### src/rtl/jtag_register_file.sv
// jtag_register_file
//   Register file and DR scan chain behind the virtual JTAG TAP. Everything
//   runs in the iMAIN_CLK domain; the TCK/TDI/TAP-state inputs have already
//   been synchronized upstream. A scan captures the register selected by the
//   IR read address, shifts it out LSB first on oTDO while TDI shifts in,
//   and commits the shifted word to oDATA on Update-DR.
//
// Ports
//   iMAIN_CLK, iRESET_N   system clock, asynchronous active-low reset
//   iADDRESS              IR value {wr_en, wr_addr, rd_addr}; address 0 reserved
//   iTCK, iTDI            synchronized TCK level and TDI
//   iSTATE_CDR/SDR/UDR    synchronized Capture/Shift/Update-DR levels
//   oTDO                  serial data back to the synchronizer
//   iDATA                 per-register values captured on read
//   oDATA                 per-register values written from JTAG
//   oWRITE_STROBE         one-hot, one-cycle pulse marking the register written

// One output register slot. The address compare is local so each slot
// decides on its own whether an update targets it.
module jtag_register_file_slot #(
  parameter int REGISTER_SIZE = 32,
  parameter int ADDRESS_WIDTH = 5,
  parameter int SLOT          = 0
) (
  input  logic                     clk_i,
  input  logic                     rst_ni,
  input  logic                     upd_i,
  input  logic                     wr_en_i,
  input  logic [ADDRESS_WIDTH-1:0] waddr_i,
  input  logic [REGISTER_SIZE-1:0] wdata_i,
  output logic [REGISTER_SIZE-1:0] data_o,
  output logic                     strobe_o
);
  logic                     hit;
  logic [REGISTER_SIZE-1:0] data_d, data_q;
  logic                     strobe_d, strobe_q;

  // Register k answers to write address k+1.
  assign hit      = upd_i & wr_en_i & (waddr_i == ADDRESS_WIDTH'(SLOT + 1));
  assign data_d   = hit ? wdata_i : data_q;
  assign strobe_d = hit;

  always_ff @(posedge clk_i or negedge rst_ni) begin
    if (!rst_ni) begin
      data_q   <= '0;
      strobe_q <= 1'b0;
    end else begin
      data_q   <= data_d;
      strobe_q <= strobe_d;
    end
  end

  // Data and strobe come from the same edge, so the strobe marks the
  // first cycle the new value is visible.
  assign data_o   = data_q;
  assign strobe_o = strobe_q;
endmodule

module jtag_register_file #(
  parameter  int NUMBER_OF_REGISTERS = 16,
  parameter  int REGISTER_SIZE       = 32,
  localparam int ADDRESS_WIDTH       = $clog2(NUMBER_OF_REGISTERS + 1)
) (
  input  logic                                              iMAIN_CLK,
  input  logic                                              iRESET_N,
  input  logic [2*ADDRESS_WIDTH:0]                          iADDRESS,
  input  logic                                              iTCK,
  input  logic                                              iTDI,
  input  logic                                              iSTATE_CDR,
  input  logic                                              iSTATE_SDR,
  input  logic                                              iSTATE_UDR,
  output logic                                              oTDO,
  input  logic [NUMBER_OF_REGISTERS-1:0][REGISTER_SIZE-1:0] iDATA,
  output logic [NUMBER_OF_REGISTERS-1:0][REGISTER_SIZE-1:0] oDATA,
  output logic [NUMBER_OF_REGISTERS-1:0]                    oWRITE_STROBE
);
  localparam int AW = ADDRESS_WIDTH;
  localparam int RS = REGISTER_SIZE;

  logic                 tck_q;
  logic                 tck_rise, tck_fall;
  logic                 do_cap, do_shift, do_upd;
  logic [AW-1:0]        raddr;
  logic [RS-1:0]        cap_word;
  logic [RS-1:0]        shift_d, shift_q;
  logic [2*AW:0]        addr_d, addr_q;
  logic                 tdo_d, tdo_q;

  assign tck_rise = iTCK & ~tck_q;
  assign tck_fall = ~iTCK & tck_q;

  // State priority on a TCK rise: capture, then shift, then update.
  assign do_cap   = tck_rise & iSTATE_CDR;
  assign do_shift = tck_rise & ~iSTATE_CDR & iSTATE_SDR;
  assign do_upd   = tck_rise & ~iSTATE_CDR & ~iSTATE_SDR & iSTATE_UDR;

  assign raddr = iADDRESS[AW-1:0];

  // Capture mux: address 0 returns the register count (discovery word),
  // out-of-range addresses read as zero.
  always_comb begin
    cap_word = '0;
    if (raddr == '0) cap_word = RS'(NUMBER_OF_REGISTERS);
    for (int k = 0; k < NUMBER_OF_REGISTERS; k++) begin
      if (raddr == AW'(k + 1)) cap_word = iDATA[k];
    end
  end

  always_comb begin
    shift_d = shift_q;
    addr_d  = addr_q;
    tdo_d   = tdo_q;
    if (do_cap) begin
      shift_d = cap_word;
      addr_d  = iADDRESS;
    end else if (do_shift) begin
      shift_d = {iTDI, shift_q[RS-1:1]};  // LSB leaves first
    end
    if (tck_fall) tdo_d = shift_q[0];
  end

  always_ff @(posedge iMAIN_CLK or negedge iRESET_N) begin
    if (!iRESET_N) begin
      tck_q   <= 1'b0;
      shift_q <= '0;
      addr_q  <= '0;
      tdo_q   <= 1'b0;
    end else begin
      tck_q   <= iTCK;
      shift_q <= shift_d;
      addr_q  <= addr_d;
      tdo_q   <= tdo_d;
    end
  end

  assign oTDO = tdo_q;

  // Writes use the address latched at capture, not the live IR.
  for (genvar g = 0; g < NUMBER_OF_REGISTERS; g++) begin : g_slot
    jtag_register_file_slot #(
      .REGISTER_SIZE(RS),
      .ADDRESS_WIDTH(AW),
      .SLOT         (g)
    ) u_slot (
      .clk_i   (iMAIN_CLK),
      .rst_ni  (iRESET_N),
      .upd_i   (do_upd),
      .wr_en_i (addr_q[2*AW]),
      .waddr_i (addr_q[2*AW-1:AW]),
      .wdata_i (shift_q),
      .data_o  (oDATA[g]),
      .strobe_o(oWRITE_STROBE[g])
    );
  end
endmodule

### config.mk
export PLATFORM = sky130hd
export DESIGN_NAME = jtag_register_file
export DESIGN_NICKNAME = d
export VERILOG_FILES = /design/src/rtl/jtag_register_file.sv
export SDC_FILE = /design/constraint.sdc
export NUM_CORES = 1
export LEC_CHECK = 0
export BUFFER_PORTS_ARGS = -buffer_cell sky130_fd_sc_hd__clkbuf_2
export CAP_MARGIN = 20
export CORE_AREA = 2 2 416 418
export DETAILED_ROUTE_END_ITERATION = 8
export DIE_AREA = 0 0 418 420
export SLEW_MARGIN = 20
export SYNTH_ARGS = -nofsm -noshare
export SYNTH_HDL_FRONTEND = slang
export SYNTH_HIERARCHICAL = 1
export SYNTH_SLANG_ARGS = --single-unit
### constraint.sdc
create_clock -name iMAIN_CLK -period 3.05 [get_ports iMAIN_CLK]
set_input_delay 0.61 -clock iMAIN_CLK [delete_from_list [all_inputs] [get_ports iMAIN_CLK]]
set_output_delay 0.61 -clock iMAIN_CLK [all_outputs]
set_load 0.05 [all_outputs]
# ---- Yosys cells after proc, flatten, opt, wreduce, memory -nomap -nowiden
# Index checks and enable logic that the tools add are counted.
# Widths: inputs -> output; s select.
dict set report op_classes {
  n_eq_ne 32
  n_addsub 0
  mul 0
  mux 19
  n_bitwise 28
  reduce_logical 2
  shifts 0
  n_lt_le_gt_ge 0
  div_mod_pow 0
}
# operator count
set ops {}
lappend ops {{$mux 32} 18}
lappend ops {{$eq 5x4->1 const B} 16}
lappend ops {{$eq 5x3->1 const B} 8}
lappend ops {{$and 1x1->1} 24}
lappend ops {{$eq 5x2->1 const B} 4}
lappend ops {{$eq 5x1->1 const B} 2}
lappend ops {{$eq 5x5->1 const B} 2}
lappend ops {{$logic_not 5->1} 1}
lappend ops {{$mux 5} 1}
lappend ops {{$not 1->1} 4}
lappend ops {{$reduce_bool 2->1} 1}
dict set report totals {
  mem_count 0
  regBits 573
  rom_bits 0
  input_bits 530
  wordCells 117
  ram_bits 0
  latch_bits 0
}

# ---- Logic depth before layout (Yosys ltp)
dict set report logic_depth {
  word_depth 19
  mapped_depth 10
}

# ---- By module
# Netlist, hierarchy kept.
# module cells_per_inst seq_area_each_um2 area_per_inst_um2 n_inst
set by_module_without_submodules {}
lappend by_module_without_submodules {jtag_register_file 1019 1001.0 6912.9 1}
lappend by_module_without_submodules {{jtag_register_file_slot (g_slot[0].u_slot ...)} 71 825.8 1253.7 5}
lappend by_module_without_submodules {{jtag_register_file_slot (g_slot[4].u_slot ...)} 71 825.8 1267.5 4}
lappend by_module_without_submodules {{jtag_register_file_slot (g_slot[12].u_slot ...)} 71 825.8 1385.1 2}
lappend by_module_without_submodules {{jtag_register_file_slot (g_slot[10].u_slot ...)} 71 825.8 1263.7 2}
lappend by_module_without_submodules {{jtag_register_file_slot (g_slot[14].u_slot)} 71 825.8 1416.4 1}
lappend by_module_without_submodules {{jtag_register_file_slot (g_slot[11].u_slot)} 71 825.8 1383.8 1}
lappend by_module_without_submodules {{jtag_register_file_slot (g_slot[2].u_slot)} 71 825.8 1265.0 1}

# ---- Worst setup path after synthesis
# OpenSTA, ideal clock, no wires.
dict set report synth_timing {
  path_kind {input to register}
  start {input port iTCK}
  end {register g_slot[2].u_slot.data_q[10]}
  cell_stages 7
  setup_time_ps 125
  required_time_ps 2925
  slack_ps 575
  arrival_ps 2350
  n_path_buf 2
  cell_sequence {nor2b_1 > clkbuf_1 > and3_1 > nand3b_4 > nor4_4 > buf_6 > mux2_2}
}
dict set report synth_via {
  elab_chain_cells 6
}
# item line
set synth_lines {}
lappend synth_lines {{start: declaration} 67} ;# input logic iTCK,
lappend synth_lines {{$and 1x1->1} 89} ;# assign tck_rise = iTCK & ~tck_q;
lappend synth_lines {{$and 1x1->1 (3 in a row)} 95} ;# assign do_upd = tck_rise & ~iSTATE_CDR & ~iSTATE_SDR & iSTATE_UDR;
lappend synth_lines {{net do_upd} 82} ;# logic do_cap, do_shift, do_upd;
lappend synth_lines {{$and 1x1->1 (2 in a row)} 39} ;# assign hit = upd_i & wr_en_i & (waddr_i == ADDRESS_WIDTH'(SLOT + 1));
lappend synth_lines {{end signal: assignment} 48} ;# data_q <= data_d;
lappend synth_lines {{end: declaration} 35} ;# logic [REGISTER_SIZE-1:0] data_d, data_q;
# The timed path passes the listed nets, and every way through them passes these cells.
# A chain may end at the register's enable or synchronous reset.

# ---- Final worst setup path
dict set report layout_timing {
  start {input port iADDRESS[3]}
  end {register shift_q[26]}
}
dict set report layout_via {
  elab_chain_cells 18
  elab_cells_between_ends 33
}
# item line
set layout_lines {}
lappend layout_lines {{start: declaration} 66} ;# input logic [2*ADDRESS_WIDTH:0] iADDRESS,
lappend layout_lines {{$eq 5x1->1} 105} ;# if (raddr == AW'(k + 1)) cap_word = iDATA[k];
lappend layout_lines {{$mux 32 (15 in a row)} 105}
lappend layout_lines {{$mux 32 *} 105}
lappend layout_lines {{$mux 32 *} 113} ;# if (do_cap) begin
lappend layout_lines {{end signal: assignment} 130} ;# shift_q <= shift_d;
lappend layout_lines {{end: declaration} 85} ;# logic [RS-1:0] shift_d, shift_q;
# Every way passes the cells marked *; elsewhere a longest branch is shown, timed or not.

==> impl_metrics.csv <==
group,metric,value,unit
finish,multi_input_area,0.01221,mm²
power_and_ir_drop,leakagePower,0.01965,µW
clock_network,cts_made_buffers,67,
timing,fin_crit_sh,0.8602,
finish,layout-drive-gt1-share,0.5572,
critical_path,critPathArrivalTime,3.14,ns
power_and_ir_drop,power_density,523.4,mW/mm²
critical_path,slowest_delay,0.60,ns
critical_path,path_class,"input pin to flop",
timing,worst_slew_pin_slew,1.095,ns
place,dpl-instance-area,0.03663,mm²
place,pre_cts_ws,-0.2417,ns
power_and_ir_drop,power.switching,6697,µW
synthesis,synth.area.top_cells,"dfrtp_1, mux2_2, mux2_4",
critical_path,worstPathRequired,3.56,ns
synthesis,synthFlopType,"dfrtp_1",
synthesis,netlist_area,0.02761,mm²
timing,rsz0062_at_grt,"false",
synthesis,synth_edf_count,0,
timing,min_period,2.624,ns
place,dp_hpwl,141800,µm
global_routing,grt_max_degree,70,
clock_network,clkLatencyLatePin,0.66,ns
clock_network,path_clk_slew,0.06,ns
floorplan,die_y,420,µm
synthesis,synthArstFlopShare,1.000,
clock_network,cts_setup_buffers,0,
status,run_status,"completed",
synthesis,syn_avg_cell_area,12.81,µm²
clock_network,clock_sinks,568,
drt,vias_per_cell,4.416,
drt,detail_route.wirelength,174100,µm
global_routing,grt-ovfl-total,0,
critical_path,cp_max_fo,21,
critical_path,start_kind,"input pin",
synthesis,syn_nets,2685,
critical_path,timing.critical_path.to_type,"flop",
power_and_ir_drop,irDropWorstVdd,348.0,µV
power_and_ir_drop,power_frac_comb,0.167,
synthesis,synthCells,2155,
clock_network,clk_path_buf_depth,3,
global_routing,grt_pass1_wl,227700,µm
timing,setup_viol,0,
timing,timing.fmax,381.2,MHz
job,maxCapViolations,0,
global_routing,antenna_found_initial,54,
min_path,hp-class,"input pin to flop",
power_and_ir_drop,p_int,13750,µW
global_routing,grt_use_total,0.1904,
floorplan,row_count,152,
drt,ant_nets,0,
floorplan,ios,1059,
min_path,hp-start,"iTCK",
power_and_ir_drop,pwr-share-seq,0.420,
drt,drc,0,
timing,fin_worst_skew,0.02739,ns
finish,final_cell_mix,"clkbuf_2, dfrtp_1, mux2_2",
synthesis,ys_seq_elements,568,
place,placedCellCount,5510,
floorplan,start_util,0.1615,
synthesis,ys_warn_count,6,
place,io_buffers,1058,
power_and_ir_drop,fin_total_pwr,20440,µW
synthesis,ys_seq_area_frac,0.5147,
synthesis,netlist.area_leader.share,0.5147,
critical_path,startpoint,"iADDRESS[3]",
drt,wl_per_cell,30.70,µm
timing,final.setup.tns,0,ns
critical_path,rrSetupSlack,0.53,ns
floorplan,core-area,0.1710,mm²
finish,syn_to_final_growth,41.43,%
critical_path,critPathSlowestCell,"nor4_1",
drt,num_vias,25050,
clock_network,h-tree-depth,3,
finish,fin_area,0.03906,mm²
synthesis,synth_cell_types,89,
finish,mostFrequentLayoutCell,"clkbuf_2",
finish,fillers,18500,
timing,hold_viol,0,
drt,drtPass1Iterations,6,
finish,seqCellArea,0.01423,mm²
finish,fin_cells,5673,
critical_path,worstPathCellList,"clkbuf_2 > nand2b_1 > or3_1 > buf_4 > o22ai_1 > nor3_1 > nor4_1 > a21oi_1",
synthesis,yosys.area.top_type,"dfrtp_1",
critical_path,r2r_start,"addr_q[9]$_DFFE_PN0P_",
global_routing,grt_pass1_vias,25430,
clock_network,tritoncts,"yes",
timing,setup_ws,0.4264,ns
clock_network,cts_root_buf,"clkbuf_16",
floorplan,dieArea,0.1756,mm²
timing,drv_slew,0,
finish,final_nets,3877,
place,place_congestion,1.010,
timing,max_slew_margin,0.2699,
power_and_ir_drop,power.share.clock,0.413,
floorplan,die_x,418,µm
power_and_ir_drop,swShare,0.3276,
drt,drtIter0Drc,2135,
[final cells by class]
class,count,share of cell area
clock inverter,25,0.009323
antenna,41,0.002627
tap,2233,0.07154
multi-input combinational,1427,0.3126
inverter,9,0.0008650
sequential,568,0.3644
clock buffer,96,0.04985
timing repair buffer,1274,0.1888
[stage by stage]
step	hold slack, ns	utilization
after global placement	0.4673	0.2142
after floorplan	0.3144	-
after CTS	0.05572	0.2278
final	0.1462	0.2284
after global routing	0.09793	0.2283
after detailed placement	0.4735	0.2143
[sequential cells by signal (all words and copies together), names as in the netlist]
signal,count
addr_q,6
g_slot.u_slot/data_o,512
shift_q,32
oTDO,1
g_slot.u_slot/strobe_o,16
tck_q,1
[what timing repair did]
item,in CTS,in global routing
endpoints found under the hold margin,35,0
hold buffers,1,0
resized for setup,0,0
[critical path, delay by kind of cell]
kind | cells | cell delay, ns
compound gates | 2 | 0.28
simple gates | 4 | 1.56
buf+inv | 2 | 0.67
[cells by family (layout without fill, tap and decap cells)]
logic type	after synthesis	in the layout	synth area share
AO/OA/AOI/OAI	558	558	0.1319
AND/OR/NAND/NOR	345	345	0.07916
flip-flops	568	568	0.5147
buffers and inverters	160	1404	0.04517
multiplexers	524	524	0.2290
other	0	41	0
[cells in the mapped netlist (36+ instances only)]
master	instances
mux2_4	116
clkbuf_1	36
o22ai_1	47
buf_6	48
nor2_1	86
o21ai_0	143
mux2_1	83
a21oi_1	110
mux2_2	315
dfrtp_1	568
buf_2	46
nand2_1	99
[power by group through the flow]
stage	Sequential, µW	Clock [µW]	Combinational [µW]
final	8590	8430	3410
after CTS	8620	8680	3440
after detailed placement	8760	0	3430
after global placement	8750	0	3430
after global routing	8620	8940	3580
after floorplan	8810	0	822
[per-layer routing]
metal,global-route usage,part of all wire,routed length [µm]
met5,0,0.000080,14
met4,0.09857,0.051,8953
met3,0.02997,0.051,8818
met2,0.3519,0.54,93490
met1,0.2084,0.36,62860
[worst paths after layout]
path | endpoint | depth (start not counted)
max | shift_q[26]$_DFFE_PN0P_ | 8
min | tck_q$_DFF_PN0_ | 1
max reg2reg | g_slot[15].u_slot/data_o[10]$_DFFE_PN0P_ | 4
min reg2reg | g_slot[8].u_slot/data_o[27]$_DFFE_PN0P_ | 1
max in group asynchronous | g_slot[1].u_slot/data_o[22]$_DFFE_PN0P_ | 4
min in group asynchronous | g_slot[12].u_slot/strobe_o$_DFF_PN0_ | 2
No activity file was read; power rests on OpenSTA's default activity.
